--- src/rtl/rat_pkg.sv ---
// Shared types and constants for the RAT flag / interrupt control stage.
package rat_pkg;

    typedef enum logic [1:0] {
        IDLE = 2'd0,
        PEND = 2'd1,
        REQ  = 2'd2
    } int_state_t;

    localparam logic FLG_SRC_ALU  = 1'b0;
    localparam logic FLG_SRC_SHAD = 1'b1;

endpackage

--- src/rtl/rat_flags_intr_int_sync.sv ---
// Multi-flop synchroniser for the asynchronous interrupt line plus a
// rising-edge detector producing a single-cycle EDGE pulse.
module int_sync #(
    parameter int unsigned SYNC_STAGES = 2
) (
    input  logic CLK,
    input  logic RST,
    input  logic ASYNC_IN,
    output logic EDGE
);

    logic [SYNC_STAGES-1:0] sync;
    logic                   last_q;

    always_ff @(posedge CLK) begin
        if (RST) begin
            sync   <= '0;
            last_q <= 1'b0;
        end else begin
            sync   <= {sync[SYNC_STAGES-2:0], ASYNC_IN};
            last_q <= sync[SYNC_STAGES-1];
        end
    end

    assign EDGE = sync[SYNC_STAGES-1] & ~last_q;

endmodule

--- src/rtl/rat_flags_intr.sv ---
// Architectural C/Z flags, interrupt shadow flags, interrupt-enable flag and
// the request FSM that aligns external interrupts to instruction boundaries.
module rat_flags_intr
    import rat_pkg::*;
#(
    parameter int unsigned SYNC_STAGES = 2
) (
    input  logic CLK,
    input  logic RST,
    input  logic C_IN,
    input  logic Z_IN,
    input  logic FLG_C_LD,
    input  logic FLG_Z_LD,
    input  logic FLG_LD_SEL,
    input  logic FLG_C_SET,
    input  logic FLG_C_CLR,
    input  logic I_SET,
    input  logic I_CLR,
    input  logic INT_IN,
    input  logic INSTR_DONE,
    input  logic INT_ACK,
    output logic C_FLAG,
    output logic Z_FLAG,
    output logic I_FLAG,
    output logic INT_REQ
);

    int_state_t state;
    logic       sc;
    logic       sz;
    logic       edge_pulse;
    logic       c_src;
    logic       z_src;

    int_sync #(
        .SYNC_STAGES(SYNC_STAGES)
    ) u_int_sync (
        .CLK      (CLK),
        .RST      (RST),
        .ASYNC_IN (INT_IN),
        .EDGE     (edge_pulse)
    );

    assign c_src = (FLG_LD_SEL == FLG_SRC_SHAD) ? sc : C_IN;
    assign z_src = (FLG_LD_SEL == FLG_SRC_SHAD) ? sz : Z_IN;

    // Shadow captures the pre-update flags, so a restore in the ack cycle
    // still reads the old shadow values.
    always_ff @(posedge CLK) begin
        if (RST) begin
            C_FLAG <= 1'b0;
            Z_FLAG <= 1'b0;
            I_FLAG <= 1'b0;
            sc     <= 1'b0;
            sz     <= 1'b0;
        end else begin
            if (FLG_C_CLR)      C_FLAG <= 1'b0;
            else if (FLG_C_SET) C_FLAG <= 1'b1;
            else if (FLG_C_LD)  C_FLAG <= c_src;

            if (FLG_Z_LD) Z_FLAG <= z_src;

            if (INT_ACK) begin
                sc <= C_FLAG;
                sz <= Z_FLAG;
            end

            if (INT_ACK || I_CLR) I_FLAG <= 1'b0;
            else if (I_SET)       I_FLAG <= 1'b1;
        end
    end

    always_ff @(posedge CLK) begin
        if (RST) begin
            state   <= IDLE;
            INT_REQ <= 1'b0;
        end else begin
            case (state)
                IDLE: begin
                    if (edge_pulse) state <= PEND;
                end
                PEND: begin
                    if (I_FLAG && INSTR_DONE) begin
                        state   <= REQ;
                        INT_REQ <= 1'b1;
                    end
                end
                REQ: begin
                    if (INT_ACK) begin
                        state   <= edge_pulse ? PEND : IDLE;
                        INT_REQ <= 1'b0;
                    end else if (!I_FLAG) begin
                        state   <= PEND;
                        INT_REQ <= 1'b0;
                    end
                end
                default: begin
                    state   <= IDLE;
                    INT_REQ <= 1'b0;
                end
            endcase
        end
    end

endmodule
--- config.mk ---
export PLATFORM = sky130hd
export DESIGN_NAME = rat_flags_intr
export DESIGN_NICKNAME = d
export VERILOG_FILES = /design/src/rtl/rat_pkg.sv /design/src/rtl/rat_flags_intr_int_sync.sv /design/src/rtl/rat_flags_intr.sv
export SDC_FILE = /design/constraint.sdc
export NUM_CORES = 1
export LEC_CHECK = 0
export ABC_AREA = 1
export CAP_MARGIN = 20
export CORE_AREA = 2 2 39 41
export DETAILED_ROUTE_END_ITERATION = 10
export DIE_AREA = 0 0 41 43
export HOLD_SLACK_MARGIN = 0.1
export PLACE_DENSITY = 0.66
export SYNTH_ARGS = -nofsm -noshare
export SYNTH_HDL_FRONTEND = slang
export SYNTH_SLANG_ARGS = --single-unit
--- constraint.sdc ---
create_clock -name CLK -period 0.9 [get_ports CLK]
set_clock_uncertainty 0.2 [all_clocks]
set_input_delay 0.27 -clock CLK [delete_from_list [all_inputs] [get_ports CLK]]
set_output_delay 0.27 -clock CLK [all_outputs]
set_load 0.005 [all_outputs]
==> results.yml <==
sta:
  slew_headroom_pct: 87.21
  fmax_ghz: 0.8512
  fin_crit_sh_pct: 130.5
  period_needed_ps: 1175
  final-setup-viol-count: 11
  worst_pin_slew_ps: 190.3
  maxSlewViolCount: 0
  hold_viol: 0
  layout_setup_ws_ps: -274.8
  rsz0062_at_grt: "yes"
outcome:
  violations: "setup timing"
  status: "finished with violations"
final_layout:
  finalNetCount: 102
  fin_cells: 103
  fin_util_pct: 53.89
  insertedDiodeCount: 0
  layout-drive-gt1-share_pct: 45.98
  area_growth_pct: 72.25
  fin_area_um2: 745.7
synthesis:
  synth_seq_cells: 11
  ys_types: 12
  ys_warn_count: 0
  synth.top_cell.area_share_pct: 50.87
  postSynthAreaPerCell_um2: 7.215
  synth_most_common_cell: "inv_1"
  synth_area_leaders: "dfxtp_1 (51%), inv_1 (11%), nand2_1 (9.5%), a21oi_1 (8.1%), nor2_1 (6.1%)"
  synthArstFlopShare_pct: 0
  ys_seq_area_share_pct: 50.87
  synthTopCellsByCount: "inv_1 (13), dfxtp_1 (11), nand2_1 (11), a21oi_1 (7), nor2_1 (7)"
  syn_nets: 74
  synthFlopType: "dfxtp_1"
  syn_area_um2: 432.9
  synth_edf_count: 0
  synth_largest_area_cell: "dfxtp_1"
  synth_cells: 60
placed_design:
  dp_hpwl_um: 691.7
  dpl.cell_count: 98
  placed_area_um2: 665.6
  io_buffer_count: 17
  dp_slack_ps: -583.2
  finalWeightedCongestion: 0.7120
detailed_routing:
  drt_first_pass_iters: 3
  wire_per_inst_um: 9.583
  ant_nets: 0
  drc: 0
  avgViaCountPerCell: 4.495
  drtIter0Drc: 2
  wl_um: 987
  vias: 463
die:
  die_h_um: 43
  start_util_pct: 31.28
  rows: 14
  die_area_um2: 1763
  io_pins: 18
  core_area_um2: 1384
  die_x_um: 41
critical_path:
  cpMaxStageDelayCell: "dfxtp_2"
  r2r-start: "I_FLAG"
  cp_num_buf_inv: 1
  crit_fanout: 2
  rrSetupSlack_ps: -230
  endpoint_kind: "output port"
  crit_arrival_ps: 700
  start_kind: "register"
  max_stage_delay_ps: 320
  r2r-end: "state[0]"
  cp_top_family: "flip-flops"
  crit_required_ps: 430
  crit_type: "reg -> out"
  worstRegToRegCells: 5
  cp_cell_sequence: "buf_2"
global_routing:
  gr-usage-met2_pct: 16.88
  use_met1_pct: 17.21
  track_usage_pct: 12.89
  grt_max_degree: 7
  grt_overflow_total: 0
  grt_pass1_wl_mm: 1.545
  met3_usage_pct: 3.141
  top_usage_layer: "met1"
  grt_pass1_vias: 416
  antenna_found_initial: 0
power:
  internal_power_w: 0.0007723
  power_density_nw_per_um2: 1350
  p_sw_w: 0.0002347
  irDropWorstVdd_v: 0.0007446
  swShare_pct: 23.31
  p_leak_nw: 0.3458
  clkPwrFrac_pct: 32.2
  combPwrFrac_pct: 16.2
  seqPwrFrac_pct: 51.7
clocking:
  numCtsBuffers: 3
  h-tree-depth: 1
  cts_buffer_depth: 2
  clkTransAtPathRegs_ps: 70
  cts_tree: "done"
  cts-root-buf: "clkbuf_4"
  ctsHoldBuffers: 0
  cts.sinks: 11
  clk_latency_ps: 260
worst_hold_path:
  hold_end: "u_int_sync.last_q"
  hp-class: "in -> reg"
  holdPathStages: 2
  min-delay-start: "RST"
run:
  maxCapViolations: 0
-- layout by cell type, fill, tap and decap left out, types with 4 or more instances in the layout --
cell / synthesis / layout
nor2_1: 7 / 5
nand2_1: 11 / 6
a21oi_2: 0 / 4
clkdlybuf4s50_1: 0 / 5
dfxtp_1: 11 / 5
inv_2: 1 / 4
dfxtp_2: 0 / 6
nand2_2: 0 / 4
inv_1: 13 / 10
buf_2: 0 / 4
dlygate4sd2_1: 0 / 6
-- worst max path at each step --
| stage | slack (ps) | start | endpoint | depth (start not counted) |
|---|---|---|---|---|
| after floorplan | -60 | I_FLAG | state[0] | 4 |
| after global placement | -580 | INT_ACK | state[0] | 6 |
| after detailed placement | -580 | INT_ACK | state[0] | 6 |
| after CTS | -280 | C_FLAG | C_FLAG | 1 |
| after global routing | -300 | Z_FLAG | Z_FLAG | 1 |
| final | -270 | C_FLAG | C_FLAG | 1 |
-- area by class of cell --
type,instances,area (um^2)
fill,145,638.1
sequential,11,227.7
multi-input combinational,35,225.2
timing repair buffer,23,193.9
inverter,14,52.55
clock buffer,4,26.28
tap,16,20.02
-- through the flow --
| stage | setup TNS, ps | hold slack (ps) | total power, W |
|---|---|---|---|
| floorplan | -155.0 | 138.9 | 0.0005744 |
| global placement | -6647 | 201.2 | 0.0006748 |
| detailed placement | -6803 | 209.2 | 0.0006775 |
| CTS | -1909 | 153.8 | 0.001002 |
| global route | -2377 | 57.90 | 0.001065 |
| finish | -1902 | 48.01 | 0.001007 |
-- per-layer routing --
metal | part of all wire (%) | routed length, um | vias up
met2 | 54 | 529 | 10
met3 | 4.7 | 46 | 4
met1 | 39 | 383 | 211
met5 | 0 | 0 | -
li1 | - | - | 238
met4 | 2.7 | 27 | 0
-- logic make-up after synthesis --
group,synth area share [%]
buffers and inverters,12.14
AOI/OAI and AO/OA,15.03
DFF,50.87
and+or+nand+nor,21.97
-- repair_timing --
| item | CTS | global route |
|---|---|---|
| gates resized for setup | 36 | 20 |
| buffers inserted | 1 | 0 |
| setup endpoints to repair | 15 | 12 |
| endpoints found under the hold margin | 0 | 4 |
| pin swaps | 9 | 6 |
-- registers in the layout, summed over array words and instances, names as in the netlist --
signal / flops
state: 2
sz: 1
C_FLAG: 1
Z_FLAG: 1
u_int_sync.sync: 2
I_FLAG: 1
INT_REQ: 1
sc: 1
u_int_sync.last_q: 1
-- power by group through the flow --
| stage | Clock, W | Combinational, W | Sequential (W) |
|---|---|---|---|
| CTS | 0.000339 | 0.000144 | 0.000519 |
| detailed placement | 0 | 0.000149 | 0.000528 |
| global route | 0.000362 | 0.000181 | 0.000522 |
| global placement | 0 | 0.000147 | 0.000528 |
| finish | 0.000324 | 0.000163 | 0.000520 |
| floorplan | 0 | 0.0000455 | 0.000529 |
Power figures use the tool's default switching activity.
